<file path="config.mk">
export PLATFORM = sky130hd
export DESIGN_NAME = status_unit
export DESIGN_NICKNAME = d
export VERILOG_FILES = /design/src/rtl/status_unit_pkg.sv /design/src/rtl/status_unit_flag_gen.sv /design/src/rtl/status_unit.sv
export SDC_FILE = /design/constraint.sdc
export NUM_CORES = 1
export LEC_CHECK = 0
export BUFFER_PORTS_ARGS = -buffer_cell sky130_fd_sc_hd__buf_4
export CORE_MARGIN = 3
export CORE_UTILIZATION = 28
export CTS_CLUSTER_SIZE = 14
export DETAILED_ROUTE_END_ITERATION = 10
export GPL_TIMING_DRIVEN = 0
export PLACE_DENSITY_LB_ADDON = 0.05
export SYNTH_ARGS = -nofsm -noshare
export SYNTH_HDL_FRONTEND = slang
export SYNTH_SLANG_ARGS = --single-unit
export TNS_END_PERCENT = 30
</file>
<file path="constraint.sdc">
create_clock -name clk -period 1.4 [get_ports clk]
set_clock_uncertainty 0.15 [all_clocks]
set_input_delay 0.21 -clock clk [delete_from_list [all_inputs] [get_ports clk]]
set_output_delay 0.21 -clock clk [all_outputs]
set_load 0.02 [all_outputs]
</file>
<file path="src/rtl/status_unit_pkg.sv">
// Shared NZCV definitions: condition-field encodings and status bit positions.
// Used by status_unit (producer) and the decode-stage condition checker (consumer).
package status_unit_pkg;

    typedef logic [3:0] cond_t;
    typedef logic [3:0] nzcv_t;     // packed {Z,C,N,V}

    localparam cond_t COND_EQ = 4'b0000;
    localparam cond_t COND_NE = 4'b0001;
    localparam cond_t COND_CS = 4'b0010;
    localparam cond_t COND_CC = 4'b0011;
    localparam cond_t COND_MI = 4'b0100;
    localparam cond_t COND_PL = 4'b0101;
    localparam cond_t COND_VS = 4'b0110;
    localparam cond_t COND_VC = 4'b0111;
    localparam cond_t COND_HI = 4'b1000;
    localparam cond_t COND_LS = 4'b1001;
    localparam cond_t COND_GE = 4'b1010;
    localparam cond_t COND_LT = 4'b1011;
    localparam cond_t COND_GT = 4'b1100;
    localparam cond_t COND_LE = 4'b1101;
    localparam cond_t COND_AL = 4'b1110;
    localparam cond_t COND_NV = 4'b1111;

    localparam logic [1:0] ST_Z = 2'd3;
    localparam logic [1:0] ST_C = 2'd2;
    localparam logic [1:0] ST_N = 2'd1;
    localparam logic [1:0] ST_V = 2'd0;

    // AL and NV are unconditional and never depend on the flags.
    function automatic logic cond_reads_flags(input cond_t cond);
        return cond <= COND_LE;
    endfunction

endpackage

</file>
<file path="src/rtl/status_unit_flag_gen.sv">
// flag_gen: combinational NZCV computation from an execute-stage ALU result.
module flag_gen
    import status_unit_pkg::*;
(
    input  logic [31:0] alu_result,
    input  logic        alu_carry,
    input  logic        alu_overflow,
    input  logic        alu_logic,
    input  logic        shifter_carry,
    input  logic        v_cur,
    output nzcv_t       flags
);

    always_comb begin
        flags       = '0;
        flags[ST_Z] = (alu_result == 32'd0);
        flags[ST_N] = alu_result[31];
        // Logical ops take C from the shifter and leave V untouched.
        flags[ST_C] = alu_logic ? shifter_carry : alu_carry;
        flags[ST_V] = alu_logic ? v_cur : alu_overflow;
    end

endmodule

</file>
<file path="src/rtl/status_unit.sv">
// status_unit: architectural NZCV register, in-flight flag-writer counter and decode hazard.
// Optional exception shadow register enabled by defining STATUS_SHADOW_EN.
module status_unit
    import status_unit_pkg::*;
#(
    parameter int unsigned PEND_W = 2
) (
    input  logic              clk,
    input  logic              rst_n,
    input  logic              issue_s,
    input  logic [3:0]        cond_id,
    input  logic              exe_s_valid,
    input  logic [31:0]       alu_result,
    input  logic              alu_carry,
    input  logic              alu_overflow,
    input  logic              alu_logic,
    input  logic              shifter_carry,
    input  logic              flush,
    input  logic              exc_entry,
    input  logic              exc_return,
    output logic [3:0]        status,
    output logic [PEND_W-1:0] pend_cnt,
    output logic              pend_full,
    output logic              flag_hazard
);

    localparam logic [PEND_W-1:0] PEND_MAX = '1;

    nzcv_t             status_q, status_d;
    nzcv_t             flags;
    nzcv_t             shadow_q;
    logic [PEND_W-1:0] cnt_q, cnt_d;
    logic              restore;

    flag_gen u_flag_gen (
        .alu_result    (alu_result),
        .alu_carry     (alu_carry),
        .alu_overflow  (alu_overflow),
        .alu_logic     (alu_logic),
        .shifter_carry (shifter_carry),
        .v_cur         (status_q[ST_V]),
        .flags         (flags)
    );

`ifdef STATUS_SHADOW_EN
    nzcv_t shadow_d;

    assign restore = exc_return;

    // Entry samples the pre-write status even when a flag write lands on the same edge.
    always_comb begin
        shadow_d = shadow_q;
        if (exc_entry && !exc_return) begin
            shadow_d = status_q;
        end
    end

    always_ff @(posedge clk or negedge rst_n) begin
        if (!rst_n) begin
            shadow_q <= '0;
        end else begin
            shadow_q <= shadow_d;
        end
    end
`else
    logic unused_exc;

    assign restore    = 1'b0;
    assign shadow_q   = '0;
    assign unused_exc = exc_entry ^ exc_return;
`endif

    always_comb begin
        status_d = status_q;
        if (restore) begin
            status_d = shadow_q;
        end else if (exe_s_valid) begin
            status_d = flags;
        end
    end

    always_comb begin
        cnt_d = cnt_q;
        if (flush || restore) begin
            cnt_d = '0;
        end else if (issue_s && !exe_s_valid) begin
            if (cnt_q != PEND_MAX) begin
                cnt_d = cnt_q + 1'b1;
            end
        end else if (exe_s_valid && !issue_s) begin
            if (cnt_q != '0) begin
                cnt_d = cnt_q - 1'b1;
            end
        end
    end

    always_ff @(posedge clk or negedge rst_n) begin
        if (!rst_n) begin
            status_q <= '0;
            cnt_q    <= '0;
        end else begin
            status_q <= status_d;
            cnt_q    <= cnt_d;
        end
    end

    assign status      = status_q;
    assign pend_cnt    = cnt_q;
    assign pend_full   = (cnt_q == PEND_MAX);
    assign flag_hazard = (cnt_q != '0) && cond_reads_flags(cond_id);

`ifndef SYNTHESIS
    // A new writer issued while full with nothing retiring would be lost.
    pend_overflow_a : assert property (@(posedge clk) disable iff (!rst_n)
        !(issue_s && pend_full && !exe_s_valid && !flush && !restore))
        else $error("status_unit: issue_s asserted while pend_full");
`endif

endmodule

</file>
-- Word-level counts from Yosys, hierarchy flattened
Index checks and enable logic that the tools add are counted.
- bits in registers: 6
- bits of input ports: 47
- output and inout port bits: 8
- logic and storage cells: 27
- $add $sub $neg: 2
- $lt $le $gt $ge: 1
- equal/unequal tests: 3
- mux-type cells: 6
- bitwise gates (word level): 1
- reduce and logical (&&, ||, !) cells: 11
- operator list (kind ; number):
    $logic_not A32 Y1 ; 1
    $mux W2 ; 5
    $reduce_bool A3 Y1 ; 2
    $le A4 B4 Y1 const B ; 1
    $logic_and A1 B1 Y1 ; 3
    $ne A3 B2 Y1 const B ; 1
    $reduce_and A3 Y1 ; 1
    $add A2 B1 Y2 const B ; 1
    $eq A2 B2 Y1 const B ; 1
    $logic_not A1 Y1 ; 2
    $ne A2 B2 Y1 const B ; 1
    $reduce_and A2 Y1 ; 1
    $reduce_bool A2 Y1 ; 1
    $sub A2 B1 Y2 const B ; 1
    $mux W1 ; 1
    $not A1 Y1 ; 1

-- Logic depth before layout (Yosys ltp)
Gate-level depths: netlist (run 1).
- depth after elaboration: 5
- depth in mapped cells: 4
- mapped depth without buffers: 3

-- Modules after synthesis
A second synthesis (run 1) with hierarchy kept.
- cell total of the unflattened synthesis: 39
- area, all modules: 401.6 um2
- by module, submodules not included (module ; instances ; cells an instance ; area each (um2) ; sequential area each (um2)):
    status_unit ; 1 ; 25 ; 299.0 ; 150.1
    flag_gen ; 1 ; 14 ; 102.6 ; 0.0

-- Worst setup path before layout (run 1)
No wires, ideal clock.
- path type: flip-flop to flip-flop
- start point: register cnt_q[1] (netlist: pend_cnt[1])
- end point: register cnt_q[0] (netlist: pend_cnt[0])
- library setup time: 0.077 ns
- data arrival time: 1.102 ns
- data required time: 1.173 ns
- setup slack: 0.071 ns
- stages on the path, launching flop included: 4
- path buffers: 0
- period minus slack after synthesis: 1.329 ns
- cell sequence: dfrtp_1 -> and3b_1 -> or3_1 -> a21oi_1
- word-level cells in the longest chain between the ends: 3
- elaborated cells on any way between the ends: 5
- classes of those cells: eq/ne (2); reduce/logical (3)
- RTL lines (what ; RTL line ; RTL):
    start, declared ; status_unit.sv:32 ; logic [PEND_W-1:0] cnt_q, cnt_d;
    start signal, assigned ; status_unit.sv:103 ; cnt_q <= cnt_d;
    $ne A2 B2 Y1 / $reduce_bool A2 Y1 (equally long branches) ; status_unit.sv:87, status_unit.sv:91 ;
    $ne A3 B2 Y1 (no line) / $reduce_bool A3 Y1 (equally long branches) ; - ;
    $reduce_and A3 Y1 (no line) (*) ; - ;
Mark *: on every way between the ends. The rest lies on a longest branch, timed or not.
A chain may end at the register's enable or synchronous reset.

-- Worst setup path in the final report (run 1)
- start point: register cnt_q[1] (netlist: pend_cnt[1])
- end point: output flag_hazard
- word-level cells in the longest chain between the ends: 2
- RTL lines (what ; RTL line ; RTL):
    $reduce_bool A2 Y1 ; status_unit.sv:110 ; assign flag_hazard = (cnt_q != '0) && cond_reads_flags(cond_id);
    $logic_and A1 B1 Y1 ; status_unit.sv:110 ;
    end, declared ; status_unit.sv:24 ; output logic flag_hazard
No other way between the ends.

==> impl_metrics.env, run 1 <==
export IMPL_outcome="complete, but fails checks"
export IMPL_violations="setup timing"
export IMPL_initial_core_util_pct=32.1
export IMPL_fin_util_pct=69.8
export IMPL_diodes=0
export IMPL_start_kind="flop"
export IMPL_critPathMaxFanout=4
export IMPL_critPathBufInv=1
export IMPL_numCtsBuffers=3
export IMPL_timing_hold_violations_final=0
export IMPL_syn_instance_count=41
export IMPL_worst_slack_ns=-0.00851
export IMPL_register_area_sq_um=151
export IMPL_endpoint_kind="output pin"
export IMPL_ys_types=21
export IMPL_synth_fa_ha_area_share_pct=0
export IMPL_rows=12
export IMPL_criticalPathCategory="flop to output pin"
export IMPL_drc_errors=0
export IMPL_sw_frac_of_total_pct=24.5
export IMPL_route_vias_total=539
export IMPL_cts_root_buffer="clkbuf_4"
export IMPL_clkPwrFrac_pct=28.3
export IMPL_fin_nets=147
export IMPL_worst_pin_slew_ns=0.284
export IMPL_finalSetupViolCount=1
export IMPL_rsz0062_at_grt="yes"
export IMPL_areaGrowthSynthToFinish_pct=118
export IMPL_yosysWarnings=0
export IMPL_insertion_delay_ns=0.24
export IMPL_cts_path_max_buffers=2
export IMPL_worstHoldStart="alu_overflow"
export IMPL_hold_depth=2
export IMPL_irDropWorstVdd_mv=0.355
export IMPL_drv_slew=0
export IMPL_antenna_left=0
export IMPL_cts_tree="yes"
export IMPL_grt_max_degree=10
export IMPL_slowest_delay_ns=0.39
export IMPL_fp_dieH_um=43.1
export IMPL_antenna_found_initial=0
export IMPL_max_freq_ghz=0.710
export IMPL_n_fill_cell=109
export IMPL_reg2reg_from="pend_cnt[0]"
export IMPL_synth_seq_area_share_pct=39.0
export IMPL_min_to="status[0]"
export IMPL_cp_required_ns=1.04
export IMPL_tns_ns=-0.00851
export IMPL_coreArea_sq_mm=0.00120
export IMPL_synthSimpleGateAreaFrac_pct=36.0
export IMPL_power_frac_comb_pct=35.6
export IMPL_gp_congestion=0.632
export IMPL_reg2reg_slack_ns=0.10
export IMPL_final_common_cell="buf_4"
export IMPL_synth_cell_area_sq_um=385
export IMPL_synth_seq_cells=6
export IMPL_synthMuxAreaShare_pct=8.44
export IMPL_finalCritPeriodShare_pct=101
export IMPL_dieArea_sq_mm=0.00186
export IMPL_syn_nets=88
export IMPL_track_usage_pct=15.8
export IMPL_r2r_cells=3
export IMPL_crit_start="pend_cnt[1]"
export IMPL_seqPwrFrac_pct=36.1
export IMPL_dp_cells=105
export IMPL_clock_sinks=6
export IMPL_io_pin_count=55
export IMPL_slowest_stage="dfrtp_1"
export IMPL_grt_pass1_vias=542
export IMPL_stdcell_count=112
export IMPL_grt_overflow=0
export IMPL_syn_area_per_cell_sq_um=9.40
export IMPL_synth_xor_area_share_pct=0
export IMPL_portBuffers=50
export IMPL_fin_crit_ns=1.41
export IMPL_dieWidth_um=43.1
export IMPL_hp_class="primary input to flop"
export IMPL_synth_compound_area_share_pct=13.3
export IMPL_drv_cap=0
export IMPL_clk_pin_slew_ns=0.05
export IMPL_pre_cts_ws_ns=0.0640
export IMPL_power_switching_w=0.000133
export IMPL_routed_wl_um=1420
export IMPL_p_leak_nw=0.420
export IMPL_multiInputGateArea_sq_um=224
export IMPL_power_density_mw_per_mm2=648
export IMPL_synth_top_family_by_area="simple AND/OR/NAND/NOR gates"
export IMPL_path_cells="nor2_1 -> a31oi_1 -> buf_4"
export IMPL_via_per_inst=4.81
export IMPL_grt_pass1_wl_um=2170
export IMPL_drtIter0Drc=0
export IMPL_intPower_w=0.000410
export IMPL_critPathTopFamily="flip-flops"
export IMPL_slew_headroom_pct=80.9
export IMPL_mostFrequentLayoutCells="buf_4, nor4_1, nor2_1, dfrtp_1"
export IMPL_reg2reg_to="pend_cnt[0]"
export IMPL_htree_levels=1
export IMPL_crit_arrival_ns=1.05
export IMPL_drive_gt1_share_pct=64.3
export IMPL_firstDrtPassIters=1
export IMPL_wl_per_cell_um=12.6
[metrics by stage]
| step | hold slack (ns) | cell area (sq um) | power, W |
|---|---|---|---|
| after floorplan | -0.236 | 385 | 0.000257 |
| after global routing | 0.0788 | 838 | 0.000574 |
| final | 0.0589 | 838 | 0.000543 |
| after global placement | -0.131 | 778 | 0.000378 |
| after CTS | 0.0552 | 831 | 0.000547 |
| after detailed placement | -0.130 | 778 | 0.000384 |
[cells by family (layout without fill, tap and decap cells)]
kind of cell | Yosys count | count (layout)
AO/OA/AOI/OAI | 8 | 8
buffers and inverters | 2 | 59
flip-flops | 6 | 6
multiplexers | 3 | 3
AND/OR/NAND/NOR | 22 | 22
[power groups by stage]
stage          Clock [W]  Sequential [W]  Combinational, W
2_1_floorplan          0        0.000209         0.0000481
3_3_place_gp           0        0.000199          0.000180
3_5_place_dp           0        0.000200          0.000184
4_1_cts         0.000159        0.000197          0.000191
5_1_grt         0.000166        0.000198          0.000210
6_report        0.000154        0.000196          0.000193
[layout make-up]
| class | count | area share [%] |
|---|---|---|
| clock buffers | 3 | 2.69 |
| plain buffers | 2 | 1.49 |
| multi-input cells | 33 | 26.7 |
| flip-flops and latches | 6 | 18.1 |
| well taps | 14 | 2.09 |
| repair buffers | 54 | 49.0 |
[worst max-delay path by stage]
| stage | slack, ns | cells past startpoint | endpoint |
|---|---|---|---|
| global route | -0.06 | 3 | flag_hazard |
| CTS | 0.01 | 3 | flag_hazard |
| finish | -0.009 | 3 | flag_hazard |
| detailed placement | 0.06 | 3 | pend_cnt[0] |
| global placement | 0.1 | 3 | pend_cnt[0] |
| floorplan | 0.07 | 3 | pend_cnt[0] |
[registers in the layout, summed over array words and instances (netlist names)]
name / count
status: 4
pend_cnt: 2
[worst reg2reg max path, cell delays in order (launching register included)]
cell and delay [ns]:
dfrtp_2 0.43, and3b_1 0.17, or3_1 0.30, a21oi_1 0.17
[layer usage]
layer	part of all wire (%)	track usage [%]	vias to the layer above	routed length, um
met5	0	0	-	0
met4	0.56	7.23	0	8
met3	11	5.51	2	157
met2	57	30.1	25	814
met1	31	14.5	241	435
li1	-	-	271	-
[timing repair]
item	CTS	global route
endpoints found under the setup margin	2	1
gates resized for setup	2	0
hold buffers	2	0
endpoints found under the hold margin	8	0
setup buffers	1	1
[Yosys cell counts, drive strengths merged]
| cell | number | share of area (%) |
|---|---|---|
| a21oi | 3 | 3.9 |
| a31oi | 1 | 1.6 |
| and2 | 2 | 3.6 |
| and3b | 1 | 2.3 |
| buf | 1 | 1.9 |
| clkbuf | 1 | 1.3 |
| dfrtp | 6 | 39 |
| mux2 | 2 | 5.8 |
| mux2i | 1 | 2.6 |
| nand2b | 1 | 1.6 |
| nand4 | 2 | 3.2 |
| nor2 | 5 | 4.9 |
| nor2b | 1 | 1.6 |
| nor3b | 1 | 1.9 |
| nor4 | 6 | 9.7 |
| nor4b | 1 | 3.9 |
| o21a | 1 | 1.9 |
| o21ai | 2 | 2.6 |
| o31ai | 1 | 3.2 |
| or3 | 2 | 3.2 |
(Power assumes the default switching activity.)
==> inputs of run 2 (changes only) <==
==> constraint.sdc (replaced) <==
create_clock -name clk -period 1.45 [get_ports clk]
set_clock_uncertainty 0.15 [all_clocks]
set_input_delay 0.2175 -clock clk [delete_from_list [all_inputs] [get_ports clk]]
set_output_delay 0.2175 -clock clk [all_outputs]
set_load 0.02 [all_outputs]
==> run 2 against run 1 <==
  * The flow now finishes without violations
  * Final cell count down 1.8%
  * Die area stayed put
  * Wire length decreased by 2.7%
  * Sequential share of layout area increased by 0.48 points
  * Critical path depth shrank 1
  * Via count decreased by 2.4%
  * Total power shrank 4.6%
  * First-iteration DRC count unchanged
  * Final area down 1.8%
==> impl_metrics.env, run 2 (synthesized netlist as in run 1, its figures left out) <==
export IMPL_slew_headroom_pct=80.9
export IMPL_gp_congestion=0.632
export IMPL_dieWidth_um=43.1
export IMPL_clk_pin_slew_ns=0.04
export IMPL_drc_errors=0
export IMPL_max_freq_ghz=0.714
export IMPL_wl_per_cell_um=12.5
export IMPL_route_vias_total=526
export IMPL_areaGrowthSynthToFinish_pct=114
export IMPL_p_leak_nw=0.407
export IMPL_worst_slack_ns=0.0490
export IMPL_drv_cap=0
export IMPL_worst_pin_slew_ns=0.284
export IMPL_hp_class="primary input to flop"
export IMPL_drv_slew=0
export IMPL_firstDrtPassIters=1
export IMPL_rsz0062_at_grt="no"
export IMPL_htree_levels=1
export IMPL_power_w=0.000518
export IMPL_cts_path_max_buffers=2
export IMPL_largest_reg_flops=4
export IMPL_initial_core_util_pct=32.1
export IMPL_start_kind="flop"
export IMPL_n_fill_cell=112
export IMPL_antenna_left=0
export IMPL_fin_nets=145
export IMPL_worstHoldStart="alu_overflow"
export IMPL_critPathMaxFanout=9
export IMPL_io_pin_count=55
export IMPL_finalSetupViolCount=0
export IMPL_portBuffers=50
export IMPL_routed_wl_um=1380
export IMPL_drtIter0Drc=0
export IMPL_track_usage_pct=15.7
export IMPL_endpoint_kind="output pin"
export IMPL_fin_crit_ns=1.40
export IMPL_via_per_inst=4.78
export IMPL_cp_required_ns=1.08
export IMPL_final_common_cell="buf_4"
export IMPL_finalCritPeriodShare_pct=96.6
export IMPL_crit_start="pend_cnt[0]"
export IMPL_post_cts_setup_buffer_count=0
export IMPL_dieArea_sq_mm=0.00186
export IMPL_drive_gt1_share_pct=64.6
export IMPL_grt_pass1_vias=538
export IMPL_coreArea_sq_mm=0.00120
export IMPL_tns_ns=0
export IMPL_outcome="finished clean"
export IMPL_timing_hold_violations_final=0
export IMPL_diodes=0
export IMPL_fp_dieH_um=43.1
export IMPL_reg2reg_from="pend_cnt[0]"
export IMPL_cts_root_buffer="clkbuf_4"
export IMPL_power_density_mw_per_mm2=629
export IMPL_numCtsBuffers=3
export IMPL_criticalPathCategory="flop to output pin"
export IMPL_irDropWorstVdd_mv=0.310
export IMPL_mostFrequentLayoutCells="buf_4, nor4_1, nor2_1"
export IMPL_pre_cts_ws_ns=0.114
export IMPL_multiInputGateArea_sq_um=223
export IMPL_grt_max_degree=10
export IMPL_crit_arrival_ns=1.03
export IMPL_cts_tree="yes"
export IMPL_register_area_sq_um=153
export IMPL_insertion_delay_ns=0.24
export IMPL_grt_overflow=0
export IMPL_grt_pass1_wl_um=2150
export IMPL_rows=12
export IMPL_antenna_found_initial=0
export IMPL_clock_sinks=6
-- run 2: cell count changes in the layout (fill, tap and decap cells not counted), sizes merged --
cell,before,now
buf,53,51
-- run 2: path summary, 6_finish.rpt --
kind                                to  slack (ns)  cells past startpoint
setup / recovery             pend_full        0.05                      2
hold / removal               status[0]        0.07                      2
setup reg to reg           pend_cnt[0]        0.12                      3
hold reg to reg              status[0]        0.36                      1
max in group asynchronous  pend_cnt[0]        0.84                      2
min in group asynchronous    status[3]        0.18                      2
-- run 2: report_power, final --
group / total [W] / switching, W / internal (W)
clock network: 0.000147 / 0.0000537 / 0.0000932
logic: 0.000180 / 0.0000618 / 0.000118
registers: 0.000191 / 0.00000986 / 0.000181
total: 0.000518 / 0.000125 / 0.000393
-- run 2: final cells by class --
class	count	share of cell area [%]
Buffer	2	1.52
Timing Repair Buffer	52	48.0
Clock buffer	3	2.74
Tap cell	14	2.13
Sequential cell	6	18.5
Multi-Input combinational cell	33	27.1
-- run 2: routing by layer --
metal  up-vias  part of all wire [%]  GRT usage [%]
met1       236                    32           14.5
li1        267                     -              -
met2        23                    57           29.8
met5         -                     0              0
met3         0                    11           5.51
met4         0                     0           7.23
-- run 2: worst max-delay path: stages, from the launching register on --
cell and delay (ns):
dfrtp_2 0.45, and2_2 0.20, buf_4 0.15
-- run 2: through the flow --
| stage | cell area [sq um] | cells | hold WS (ns) | utilization [%] |
|---|---|---|---|---|
| 2_1_floorplan | 385 | 41 | -0.228 | - |
| 6_report | 823 | 110 | 0.0682 | 68.5 |
| 3_3_place_gp | 778 | 105 | -0.123 | 64.8 |
| 5_1_grt | 823 | 110 | 0.0863 | 68.5 |
| 4_1_cts | 821 | 110 | 0.0627 | 68.3 |
| 3_5_place_dp | 778 | 105 | -0.122 | 64.8 |
-- run 2: repair_timing --
| item | CTS | global route |
|---|---|---|
| endpoints found under the hold margin | 8 | 0 |
| hold buffers | 2 | 0 |
| gates resized for setup | 0 | 2 |
| setup endpoints to repair | 0 | 2 |
==> inputs of run 3 (changes only) <==
--- a/config.mk
+++ b/config.mk
@@ -8,6 +8,7 @@
 export BUFFER_PORTS_ARGS = -buffer_cell sky130_fd_sc_hd__buf_4
 export CORE_MARGIN = 3
 export CORE_UTILIZATION = 28
+export CTS_BUF_LIST = sky130_fd_sc_hd__clkbuf_16
 export CTS_CLUSTER_SIZE = 14
 export DETAILED_ROUTE_END_ITERATION = 10
 export GPL_TIMING_DRIVEN = 0
==> run 3 against run 2 <==
  * Sequential cell count unchanged
  * Largest power group is now clock
  * Hold slack got worse by 0.068 ns
  * Via count rose by 0.76%
  * Critical path depth unchanged
  * Combinational power hardly changed
  * Fmax grew 0.16%
  * Sequential power about the same
  * Global-route usage up 0.60 points
  * Final cell count fell by 0.91%
  * Wire length is 10% higher
  * Clock power rose to 3.0 times the previous value
==> impl_metrics.env, run 3 (synthesized netlist as in run 1, its figures left out) <==
export IMPL_via_per_inst=4.86
export IMPL_r2r_cells=3
export IMPL_grt_overflow=0
export IMPL_power_w=0.000812
export IMPL_endpoint_kind="output pin"
export IMPL_irDropWorstVdd_mv=0.443
export IMPL_worst_slack_ns=0.0513
export IMPL_track_usage_pct=16.3
export IMPL_io_pin_count=55
export IMPL_drc_errors=0
export IMPL_timing_hold_violations_final=0
export IMPL_reg2reg_slack_ns=0.11
export IMPL_power_frac_comb_pct=22.2
export IMPL_post_cts_setup_buffer_count=0
export IMPL_areaGrowthSynthToFinish_pct=124
export IMPL_rows=12
export IMPL_power_density_mw_per_mm2=939
export IMPL_grt_pass1_wl_um=2270
export IMPL_mostFrequentLayoutCells="buf_4, nor4_1, nor2_1, dfrtp_1"
export IMPL_tns_ns=0
export IMPL_cts_path_max_buffers=2
export IMPL_pre_cts_ws_ns=0.114
export IMPL_slew_headroom_pct=78.0
export IMPL_drive_gt1_share_pct=64.2
export IMPL_wl_per_cell_um=14.0
export IMPL_drv_slew=0
export IMPL_critPathTopFamily="flip-flops"
export IMPL_min_to="pend_cnt[1]"
export IMPL_drtIter0Drc=4
export IMPL_hp_class="primary input to flop"
export IMPL_cp_required_ns=1.08
export IMPL_grt_max_degree=10
export IMPL_hold_depth=2
export IMPL_cts_tree="yes"
export IMPL_outcome="finished clean"
export IMPL_clock_sinks=6
export IMPL_start_kind="flop"
export IMPL_portBuffers=50
export IMPL_slowest_stage="dfrtp_2"
export IMPL_numCtsBuffers=3
export IMPL_clk_pin_slew_ns=0.03
export IMPL_finalSetupViolCount=0
export IMPL_rsz0062_at_grt="no"
export IMPL_p_leak_nw=0.428
export IMPL_route_vias_total=530
export IMPL_worst_hold_slack_ns=0.000471
export IMPL_reg2reg_to="pend_cnt[0]"
export IMPL_critPathMaxFanout=9
export IMPL_coreArea_sq_mm=0.00120
export IMPL_gp_congestion=0.632
export IMPL_crit_arrival_ns=1.03
export IMPL_antenna_left=0
export IMPL_max_freq_ghz=0.715
export IMPL_clkPwrFrac_pct=54.2
export IMPL_largest_reg_flops=4
export IMPL_firstDrtPassIters=4
export IMPL_worst_pin_slew_ns=0.327
export IMPL_worstHoldStart="flush"
export IMPL_power_switching_w=0.000161
export IMPL_dp_cells=105
export IMPL_n_fill_cell=101
export IMPL_reg2reg_from="pend_cnt[0]"
export IMPL_diodes=0
export IMPL_fin_crit_ns=1.40
export IMPL_stdcell_count=109
export IMPL_critPathBufInv=1
export IMPL_sw_frac_of_total_pct=19.8
export IMPL_antenna_found_initial=0
export IMPL_path_cells="and2_2 -> buf_4"
export IMPL_finalCritPeriodShare_pct=96.5
export IMPL_dieWidth_um=43.1
export IMPL_cts_root_buffer="clkbuf_16"
export IMPL_fp_dieH_um=43.1
export IMPL_criticalPathCategory="flop to output pin"
export IMPL_dieArea_sq_mm=0.00186
export IMPL_final_common_cell="buf_4"
export IMPL_insertion_delay_ns=0.22
export IMPL_slowest_delay_ns=0.45
export IMPL_intPower_w=0.000651
export IMPL_fin_nets=144
export IMPL_routed_wl_um=1520
export IMPL_grt_pass1_vias=556
export IMPL_seqPwrFrac_pct=23.6
export IMPL_htree_levels=1
export IMPL_drv_cap=0
export IMPL_initial_core_util_pct=32.1
-- run 3: timing repair --
item / in CTS / in global routing
endpoints found under the setup margin: 0 / 2
gates resized for setup: 0 / 1
hold buffers: 1 / 0
hold endpoints to repair: 6 / 0
-- run 3: worst max path at each step --
stage	start	slack, ns	cells after the start	endpoint
3_5_place_dp	pend_cnt[0]	0.11	3	pend_cnt[0]
6_report	pend_cnt[0]	0.05	2	pend_full
2_1_floorplan	pend_cnt[0]	0.12	2	flag_hazard
3_3_place_gp	pend_cnt[0]	0.15	3	pend_cnt[0]
4_1_cts	pend_cnt[0]	0.02	3	flag_hazard
5_1_grt	pend_cnt[1]	0.004	3	flag_hazard
-- run 3: final cells by class --
type                       count  area, sq um  area share, %
buffer                         2         12.5           1.45
clock buffer                   3         75.1           8.68
multi-input combinational     33          223           25.8
sequential                     6          151           17.5
tap                           14         17.5           2.03
timing repair buffer          51          385           44.6
-- run 3: per-layer routing --
| metal | track usage, % | vias up | part of all wire (%) |
|---|---|---|---|
| met2 | 31.6 | 23 | 57 |
| li1 | - | 266 | - |
| met3 | 4.24 | 2 | 10 |
| met4 | 7.23 | 0 | 0.26 |
| met1 | 15.5 | 239 | 33 |
| met5 | 0 | - | 0 |
-- run 3: metrics by stage --
stage / util (%) / instance area (sq um)
final: 72.0 / 865
after global placement: 64.8 / 778
after detailed placement: 64.8 / 778
after global routing: 72.0 / 865
after floorplan: - / 385
after CTS: 71.9 / 863
-- run 3: power by group through the flow --
stage          clock, W  combinational [W]  sequential [W]
3_5_place_dp          0           0.000178        0.000193
4_1_cts        0.000445           0.000181        0.000191
6_report       0.000440           0.000180        0.000192
2_1_floorplan         0          0.0000465        0.000201
5_1_grt        0.000459           0.000195        0.000194
3_3_place_gp          0           0.000173        0.000192
